## src/rtl/draw_pkg.sv

```systemverilog
// Shared types and constants for the object-drawer command sequencer.
// Holds the FSM state enum, item codes, position limits and size defaults.
package draw_pkg;

    typedef enum logic [2:0] {
        IDLE,
        SYNC_E,
        ERASE,
        SYNC_D,
        DRAW,
        DONE
    } state_t;

    localparam logic ITEM_PRESS = 1'b1;
    localparam logic ITEM_GARB  = 1'b0;

    localparam logic [2:0] MAX_PRESS_POS = 3'd5;
    localparam logic [2:0] MAX_GARB_POS  = 3'd3;

    localparam int DEF_PRESS_W = 40;
    localparam int DEF_PRESS_H = 60;
    localparam int DEF_GARB_W  = 20;
    localparam int DEF_GARB_H  = 20;
    localparam int DEF_CNT_W   = 12;

    typedef struct packed {
        logic       item;
        logic [2:0] old_pos;
        logic [2:0] new_pos;
        logic       skip_erase;
    } draw_cmd_t;

    // Old position only matters when an erase pass will actually run.
    function automatic logic cmd_ok(input draw_cmd_t c);
        logic [2:0] lim;
        lim = (c.item == ITEM_PRESS) ? MAX_PRESS_POS : MAX_GARB_POS;
        return (c.new_pos <= lim) && (c.skip_erase || (c.old_pos <= lim));
    endfunction

endpackage

```

## src/rtl/draw_cmd_fifo.sv

```systemverilog
// Two-entry command FIFO placed in front of the draw sequencer.
// Ports: clk, reset_n (sync, active-low), push_i/data_i, pop_i/data_o,
// empty_o, count_o (0..2). The caller never pushes while full.
import draw_pkg::*;

module draw_cmd_fifo (
    input  logic       clk,
    input  logic       reset_n,
    input  logic       push_i,
    input  draw_cmd_t  data_i,
    input  logic       pop_i,
    output draw_cmd_t  data_o,
    output logic       empty_o,
    output logic [1:0] count_o
);

    draw_cmd_t  mem_q [2];
    logic       wr_q;
    logic       rd_q;
    logic [1:0] cnt_q;

    always_ff @(posedge clk) begin
        if (!reset_n) begin
            wr_q  <= 1'b0;
            rd_q  <= 1'b0;
            cnt_q <= 2'd0;
        end else begin
            if (push_i) begin
                mem_q[wr_q] <= data_i;
                wr_q        <= ~wr_q;
            end
            if (pop_i) begin
                rd_q <= ~rd_q;
            end
            cnt_q <= cnt_q + {1'b0, push_i} - {1'b0, pop_i};
        end
    end

    assign data_o  = mem_q[rd_q];
    assign empty_o = (cnt_q == 2'd0);
    assign count_o = cnt_q;

endmodule

```

## src/rtl/draw_sequencer.sv

```systemverilog
// Command-side controller for the object drawer: erase pass, then draw pass,
// each exactly W*H cycles, preceded by a one-cycle drawer counter sync.
// Ports: clk, reset_n (sync, active-low); cmd_valid/cmd_ready handshake with
// cmd_item, cmd_old_pos, cmd_new_pos, cmd_skip_erase; drawer side item, erase,
// position, draw_rst_n, plot_en; status busy, done, err (err pulses with done).
// Build option DRAW_SEQ_QUEUE_EN adds a 2-entry command FIFO (draw_cmd_fifo).
import draw_pkg::*;

module draw_sequencer #(
    parameter int PRESS_W = DEF_PRESS_W,
    parameter int PRESS_H = DEF_PRESS_H,
    parameter int GARB_W  = DEF_GARB_W,
    parameter int GARB_H  = DEF_GARB_H,
    parameter int CNT_W   = DEF_CNT_W
) (
    input  logic       clk,
    input  logic       reset_n,
    input  logic       cmd_valid,
    output logic       cmd_ready,
    input  logic       cmd_item,
    input  logic [2:0] cmd_old_pos,
    input  logic [2:0] cmd_new_pos,
    input  logic       cmd_skip_erase,
    output logic       item,
    output logic       erase,
    output logic [2:0] position,
    output logic       draw_rst_n,
    output logic       plot_en,
    output logic       busy,
    output logic       done,
    output logic       err
);

    localparam logic [CNT_W-1:0] LAST_PRESS = CNT_W'(PRESS_W * PRESS_H - 1);
    localparam logic [CNT_W-1:0] LAST_GARB  = CNT_W'(GARB_W * GARB_H - 1);

    state_t           state_q;
    logic [CNT_W-1:0] cnt_q;
    logic [2:0]       new_pos_q;
    logic             item_q;
    logic             erase_q;
    logic [2:0]       pos_q;
    logic             rst_q;
    logic             plot_q;
    logic             ready_q;
    logic             busy_q;
    logic             done_q;
    logic             err_q;

    draw_cmd_t        in_cmd;
    draw_cmd_t        sel_cmd;
    logic             fire;
    logic             launch;
    logic             idle_or_done;
    logic             sel_ok;
    logic             ready_d;
    logic [CNT_W-1:0] pass_last;
    logic             at_end;

    assign in_cmd = '{
        item:       cmd_item,
        old_pos:    cmd_old_pos,
        new_pos:    cmd_new_pos,
        skip_erase: cmd_skip_erase
    };

    assign fire         = cmd_valid && ready_q;
    assign idle_or_done = (state_q == IDLE) || (state_q == DONE);

`ifdef DRAW_SEQ_QUEUE_EN
    draw_cmd_t  q_head;
    logic       q_empty;
    logic       q_push;
    logic       q_pop;
    logic [1:0] q_cnt;
    logic [1:0] q_cnt_d;

    // An empty queue lets a command arriving in IDLE/DONE start directly,
    // keeping the unqueued accept-to-SYNC latency of one cycle.
    assign q_pop   = idle_or_done && !q_empty;
    assign q_push  = fire && !(idle_or_done && q_empty);
    assign launch  = idle_or_done && (!q_empty || fire);
    assign sel_cmd = q_empty ? in_cmd : q_head;
    assign q_cnt_d = q_cnt + {1'b0, q_push} - {1'b0, q_pop};
    assign ready_d = (q_cnt_d != 2'd2);

    draw_cmd_fifo u_fifo (
        .clk     (clk),
        .reset_n (reset_n),
        .push_i  (q_push),
        .data_i  (in_cmd),
        .pop_i   (q_pop),
        .data_o  (q_head),
        .empty_o (q_empty),
        .count_o (q_cnt)
    );
`else
    assign launch  = (state_q == IDLE) && fire;
    assign sel_cmd = in_cmd;
    // Ready is raised for the cycle the FSM sits in IDLE.
    assign ready_d = idle_or_done && !launch;
`endif

    assign sel_ok    = cmd_ok(sel_cmd);
    assign pass_last = item_q ? LAST_PRESS : LAST_GARB;
    assign at_end    = (cnt_q == pass_last);

    always_ff @(posedge clk) begin
        if (!reset_n) begin
            state_q   <= IDLE;
            cnt_q     <= '0;
            new_pos_q <= 3'd0;
            item_q    <= 1'b0;
            erase_q   <= 1'b0;
            pos_q     <= 3'd0;
            rst_q     <= 1'b0;
            plot_q    <= 1'b0;
            ready_q   <= 1'b0;
            busy_q    <= 1'b0;
            done_q    <= 1'b0;
            err_q     <= 1'b0;
        end else begin
            done_q  <= 1'b0;
            err_q   <= 1'b0;
            ready_q <= ready_d;
            unique case (state_q)
                IDLE, DONE: begin
                    if (launch) begin
                        busy_q <= 1'b1;
                        cnt_q  <= '0;
                        plot_q <= 1'b0;
                        if (!sel_ok) begin
                            state_q <= DONE;
                            done_q  <= 1'b1;
                            err_q   <= 1'b1;
                        end else begin
                            item_q    <= sel_cmd.item;
                            new_pos_q <= sel_cmd.new_pos;
                            rst_q     <= 1'b0;
                            if (sel_cmd.skip_erase) begin
                                state_q <= SYNC_D;
                                erase_q <= 1'b0;
                                pos_q   <= sel_cmd.new_pos;
                            end else begin
                                state_q <= SYNC_E;
                                erase_q <= 1'b1;
                                pos_q   <= sel_cmd.old_pos;
                            end
                        end
                    end else begin
                        state_q <= IDLE;
                        busy_q  <= 1'b0;
                    end
                end
                SYNC_E: begin
                    state_q <= ERASE;
                    rst_q   <= 1'b1;
                    plot_q  <= 1'b1;
                end
                ERASE: begin
                    if (at_end) begin
                        state_q <= SYNC_D;
                        cnt_q   <= '0;
                        rst_q   <= 1'b0;
                        plot_q  <= 1'b0;
                        erase_q <= 1'b0;
                        pos_q   <= new_pos_q;
                    end else begin
                        cnt_q <= cnt_q + 1'b1;
                    end
                end
                SYNC_D: begin
                    state_q <= DRAW;
                    rst_q   <= 1'b1;
                    plot_q  <= 1'b1;
                end
                DRAW: begin
                    if (at_end) begin
                        state_q <= DONE;
                        cnt_q   <= '0;
                        plot_q  <= 1'b0;
                        done_q  <= 1'b1;
                    end else begin
                        cnt_q <= cnt_q + 1'b1;
                    end
                end
                default: begin
                    state_q <= IDLE;
                end
            endcase
        end
    end

    assign cmd_ready  = ready_q;
    assign item       = item_q;
    assign erase      = erase_q;
    assign position   = pos_q;
    assign draw_rst_n = rst_q;
    assign plot_en    = plot_q;
    assign busy       = busy_q;
    assign done       = done_q;
    assign err        = err_q;

endmodule
```

## config.mk

```make
export PLATFORM = sky130hd
export DESIGN_NAME = draw_sequencer
export DESIGN_NICKNAME = d
export VERILOG_FILES = /design/src/rtl/draw_pkg.sv /design/src/rtl/draw_cmd_fifo.sv /design/src/rtl/draw_sequencer.sv
export SDC_FILE = /design/constraint.sdc
export NUM_CORES = 1
export LEC_CHECK = 0
export CORE_MARGIN = 8
export CORE_UTILIZATION = 53
export CTS_BUF_LIST = sky130_fd_sc_hd__clkbuf_16
export DETAILED_ROUTE_END_ITERATION = 8
export PLACE_DENSITY = 0.76
export SYNTH_ARGS = -nofsm -noshare
export SYNTH_HDL_FRONTEND = slang
export SYNTH_SLANG_ARGS = --single-unit
```

## constraint.sdc

```tcl
create_clock -name clk -period 2.55 [get_ports clk]
set_clock_uncertainty 0.05 [all_clocks]
set_input_delay 0.3825 -clock clk [delete_from_list [all_inputs] [get_ports clk]]
set_output_delay 0.3825 -clock clk [all_outputs]
set_load 0.05 [all_outputs]
```

# Word level (Yosys, flattened, before mapping)
# Cells that the tools add are included.
# op_classes
magnitude_cmp	2
reduce_logical	22
mux	31
add_sub_neg	1
eq_ne	11
# op_table
operator	count
2-to-1 mux 12 bit	3
2-to-1 mux 3 bit	9
case mux 12 bit (2 select lines)	1
case mux 3 bit (5 select lines)	1
adder 12 x 1 -> 12 bit (second input constant)	1
== test 12 bit	1
2-to-1 mux 1 bit	11
inequality test 2 bit (second input constant)	4
AND reduction 4 bit	2
== test 3 x 2 -> 1 bit (second input constant)	2
== test 3 bit (second input constant)	2
<= comparator 3 bit	2
case mux 1 bit (3 select lines)	2
case mux 3 bit (2 select lines)	1
AND reduction 2 bit	3
AND reduction 3 bit	2
nonzero test 3 bit	2
OR reduction 2 bit	3
logical AND 1 bit	4
case mux 1 bit (2 select lines)	2
nonzero test 2 bit	2
== test 3 x 1 -> 1 bit (second input constant)	1
logical NOT 3 bit	1
logical OR 1 bit	2
3 further kinds	3
# word_totals
reg_bits	29
inputBits	11
elab_cells	79

# Depth between registers and ports, before layout
# depth
ltp_word	7
ltp_mapped	7

# Worst setup path after synthesis
# OpenSTA, ideal clock, no wires.
# synth_path
path_kind	reg-to-reg
from	register ready_q (netlist: cmd_ready)
to	register erase_q (netlist: erase)
arrival_ps	1874
stages_incl_launch_ff	6
period_less_slack_ps	2040
slack_ps	510
cell_sequence	dfxtp_1 -> nand2_1 -> or4_4 -> nor2_2 -> a21oi_1 -> a31o_1
# synth_between
elab_chain_len	4
# synth_rtl
item	line_no	text
start: declaration	draw_sequencer.sv:45	logic ready_q;
start signal: assignment	draw_sequencer.sv:125	ready_q <= ready_d;
logical AND 1 bit	draw_sequencer.sv:67	assign fire = cmd_valid && ready_q;
logical AND 1 bit	draw_sequencer.sv:98	assign launch = (state_q == IDLE) && fire;
inequality test 2 bit (no line)	n/a	
AND reduction 4 bit (no line)	n/a	
end signal: assignment	draw_sequencer.sv:114	erase_q <= 1'b0;
end signal: assignment	draw_sequencer.sv:142	erase_q <= 1'b0;
end signal: assignment	draw_sequencer.sv:146	erase_q <= 1'b1;
end: declaration	draw_sequencer.sv:41	logic erase_q;
# Every way passes these cells.
# A chain may end at the register's enable or synchronous reset.

# Worst setup path after layout
# layout_path
from	input port cmd_item
to	register pos_q[2] (netlist: position[2])
# layout_between
elab_chain_len	6
# layout_rtl
item	line_no	text
start: declaration	draw_sequencer.sv:20	input logic cmd_item,
2-to-1 mux 3 bit (*)	draw_pkg.sv:36	lim = (c.item == ITEM_PRESS) ? MAX_PRESS_POS : MAX_GARB_POS;
<= comparator 3 bit	draw_pkg.sv:37	return (c.new_pos <= lim) && (c.skip_erase || (c.old_pos <= lim));
logical OR 1 bit	draw_pkg.sv:37	
logical AND 1 bit (*)	draw_pkg.sv:37	
inequality test 2 bit (no line) (*)	n/a	
AND reduction 4 bit (no line) (*)	n/a	
end signal: assignment	draw_sequencer.sv:143	pos_q <= sel_cmd.new_pos;
end signal: assignment	draw_sequencer.sv:147	pos_q <= sel_cmd.old_pos;
end signal: assignment	draw_sequencer.sv:167	pos_q <= new_pos_q;
end: declaration	draw_sequencer.sv:42	logic [2:0] pos_q;
# Every way passes the cells marked *; elsewhere a longest branch is shown, timed or not.

==> metrics.md <==
| Metric | Value |
|---|---|
| Status | `finished clean` |
| R2R cell count | `6` |
| Synth Area in Compound Gates | `0.152` |
| Max Root-Sink Buffers | `2` |
| Vias per cell | `5.72` |
| CTS tree | `done` |
| Critical path's slowest cell | `clkdlybuf4s50_1` |
| Setup Fix Bufs, Post-CTS | `0` |
| Count of cell types in the netlist | `39` |
| Post-route antenna net violation count | `0` |
| FF+latch count, synth | `29` |
| Pin count of the biggest net entering global routing | `19` |
| Clock Root Buffer | `clkbuf_16` |
| Syn Area/Cell | `8.35 µm²` |
| First DRT Iteration DRCs | `99` |
| Total global-route track usage | `0.155` |
| Slew margin rel. | `0.559` |
| Synthesized-area fraction occupied by and/or/nand/nor cells | `0.261` |
| Initial antenna violation count | `0` |
| Final worst path period need | `2.23 ns` |
| Post-synth EDFFs | `0` |
| Antenna cell count | `0` |
| Post-DP Area | `1760 µm²` |
| Die height | `approximately 69 µm` |
| First-pass GRT wire length | `6.35 mm` |
| Residual overflow from global routing | `0` |
| Clk pin slew, worst setup/hold paths | `0.05 ns` |
| CTS H-tree lvls | `2` |
| HP Class | `register to register` |
| Post-synthesis mux area share | `0.0530` |
| Synth top area share | `0.384` |
| Area Overhead vs Synth | `25.9%` |
| Nets@finish | `222` |
| Synth Instances | `181` |
| CP Data Required Time | `approximately 2.7 ns` |
| CP startpoint kind | `primary input` |
| Peak VDD IR | `slightly below 0.0008 V` |
| Critical path class | `primary input to register` |
| Post-synth ARST share | `0` |
| Row count | `19` |
| Commonest cells in the netlist | `dfxtp_1 (29), nand2_1 (25), a21oi_1 (15), nor2_1 (15), xnor2_1 (10)` |
| Adder-cell share of the synthesized area | `0.0414` |
| Vias in the first global route | `1,391` |
| Fmax | `~450 MHz` |
| Synthesized area | `about 1500 µm²` |
| Post-CTS Hold Fix Bufs | `0` |
| Post-CTS sizing | `0` |
| Slew @ Worst Pin | `about 0.66 ns` |
| Remaining DRCs | `0` |
| Critical Path Fanout Max | `5` |
| Die X | `slightly below 70 µm` |
| Final-layout fill cell count | `about 210` |
| Initial Util | `0.553` |
| Area of the multi-input gates | `863 µm²` |
| Port buffer count | `21` |
| Cell Chain, Critical Path | `clkdlybuf4s50_1, inv_1, ha_1, and3_1, o22ai_1, nor2_2, a21oi_1, buf_4, mux2i_1` |
| Gpl congestion | `0.828` |
| DRT Pass-1 Iters | `4` |
| CTS buffer count | `5` |
| Die Area | `4820 µm²` |
| Layout cells sized above 1 | `0.101` |
| CP arrival | `2.38 ns` |
| Ys Warns | `0` |
| Hold path cells | `2` |
| Fin cells | `238` |
| Wire per inst | `around 15 µm` |
| Seq/Total Area, Yosys | `0.384` |
| RSZ-0062 raised after global routing | `false` |
| Core area | `approximately 2700 µm²` |
| Fin. Hold Viols | `0` |
| Post-route cell area | `1900 µm²` |
| Inst Count DP | `230` |
| Most numerous cell in the Yosys netlist | `dfxtp_1` |
| Post-synthesis xor/xnor area fraction | `0.0637` |
| FF/Latch Area | `581 µm²` |
| # setup viols final | `0` |
| DR vias | `about 1,400` |
| Critical path endpoint category | `register` |
| Tcrit/Tclk final | `0.875` |
| Max Cap Viol | `0` |
| Worst stage delay on the critical path | `0.54 ns` |
| Final setup TNS | `0 ns` |
| Leak | `0.677 nW` |
| Synth area leader | `dfxtp_1` |
| Clk sinks | `29` |
| Dominant cells by area after synthesis | `dfxtp_1 (38%), nand2_1 (6.2%), xnor2_1 (5.8%)` |
| Main combinational cell family by area after synthesis | `simple AND/OR/NAND/NOR gates` |
| I/O pin count | `22` |
| Worst skew pair latency | `around 0.28 ns` |
| Most used DFF post-synth | `dfxtp_1` |
| Pwr Density | `between 700 and 800 nW/µm²` |
| Final wirelength | `approximately 3.6 mm` |
| Slew Viols, Final | `0` |
| Detailed Place HPWL | `2.70 mm` |
| Mapped Nets | `197` |
[worst paths after layout]
check | startpoint | to | slack (ns)
hold reg to reg | new_pos_q[2] | new_pos_q[2] | 0.41
hold / removal | new_pos_q[2] | new_pos_q[2] | 0.41
setup reg to reg | cnt_q[0] | cnt_q[2] | 0.52
setup / recovery | cmd_item | position[2] | 0.32
[flip-flops by register name, indices dropped and copies added, names as in the netlist]
register	count
draw_rst_n	1
cnt_q	12
position	3
cmd_ready	1
plot_en	1
erase	1
done	1
err	1
state_q	3
new_pos_q	3
busy	1
item	1
[layout make-up]
cell class | instances | share of cell area
Sequential cell | 29 | 0.305
Multi-Input combinational cell | 137 | 0.454
Inverter | 6 | 0.0118
Clock buffer | 5 | 0.0657
Tap cell | 31 | 0.0204
Timing Repair Buffer | 27 | 0.134
Clock inverter | 3 | 0.00920
[logic make-up after synthesis]
group	Yosys count
buffers and inverters	15
AND/OR/NAND/NOR	76
multiplexers	8
AO/OA/AOI/OAI	37
XOR/XNOR	11
adder cells (fa/ha/maj)	5
flip-flops	29
[through the flow]
step | setup WS [ns] | total power (W) | hold WS (ns) | util
floorplan | 0.510 | 0.000692 | 0.387 | -
detailed placement | 0.0415 | 0.000778 | 0.404 | 0.644
global placement | 0.154 | 0.000771 | 0.396 | 0.644
CTS | 0.309 | 0.00134 | 0.409 | 0.696
global route | 0.133 | 0.00139 | 0.421 | 0.696
finish | 0.319 | 0.00133 | 0.412 | 0.696
[cells in the final DEF (no fill, tap or decap), drive strengths merged, types with 3 or more instances in the layout]
cell type,count
dfxtp,29
xnor2,10
nor3,7
nor4,5
buf,6
nand2,25
nor2,17
o21ai,6
nand3,7
clkdlybuf4s50,21
inv,6
clkbuf,5
o22ai,3
a21oi,15
ha,5
mux2i,8
a211o,3
nand4,3
[power by group]
group          switching, W  internal, W
combinational      0.000155     0.000104
sequential        0.0000333     0.000479
clock              0.000205     0.000356
[routing by layer]
metal,GRT usage,share of wire,vias up
met5,0,0,-
met3,0.0629,0.049,7
met1,0.171,0.46,637
met4,0.0615,0.017,0
li1,-,-,690
met2,0.259,0.48,27
[worst max-delay path: cells and delay by family]
kind	cells	cell delay, ns
AO/OA/AOI/OAI	2	0.40
adder cells (fa/ha/maj)	1	0.30
buffers and inverters	3	0.78
multiplexers	1	0.21
AND/OR/NAND/NOR	2	0.30
Power figures use the tool's default switching activity.
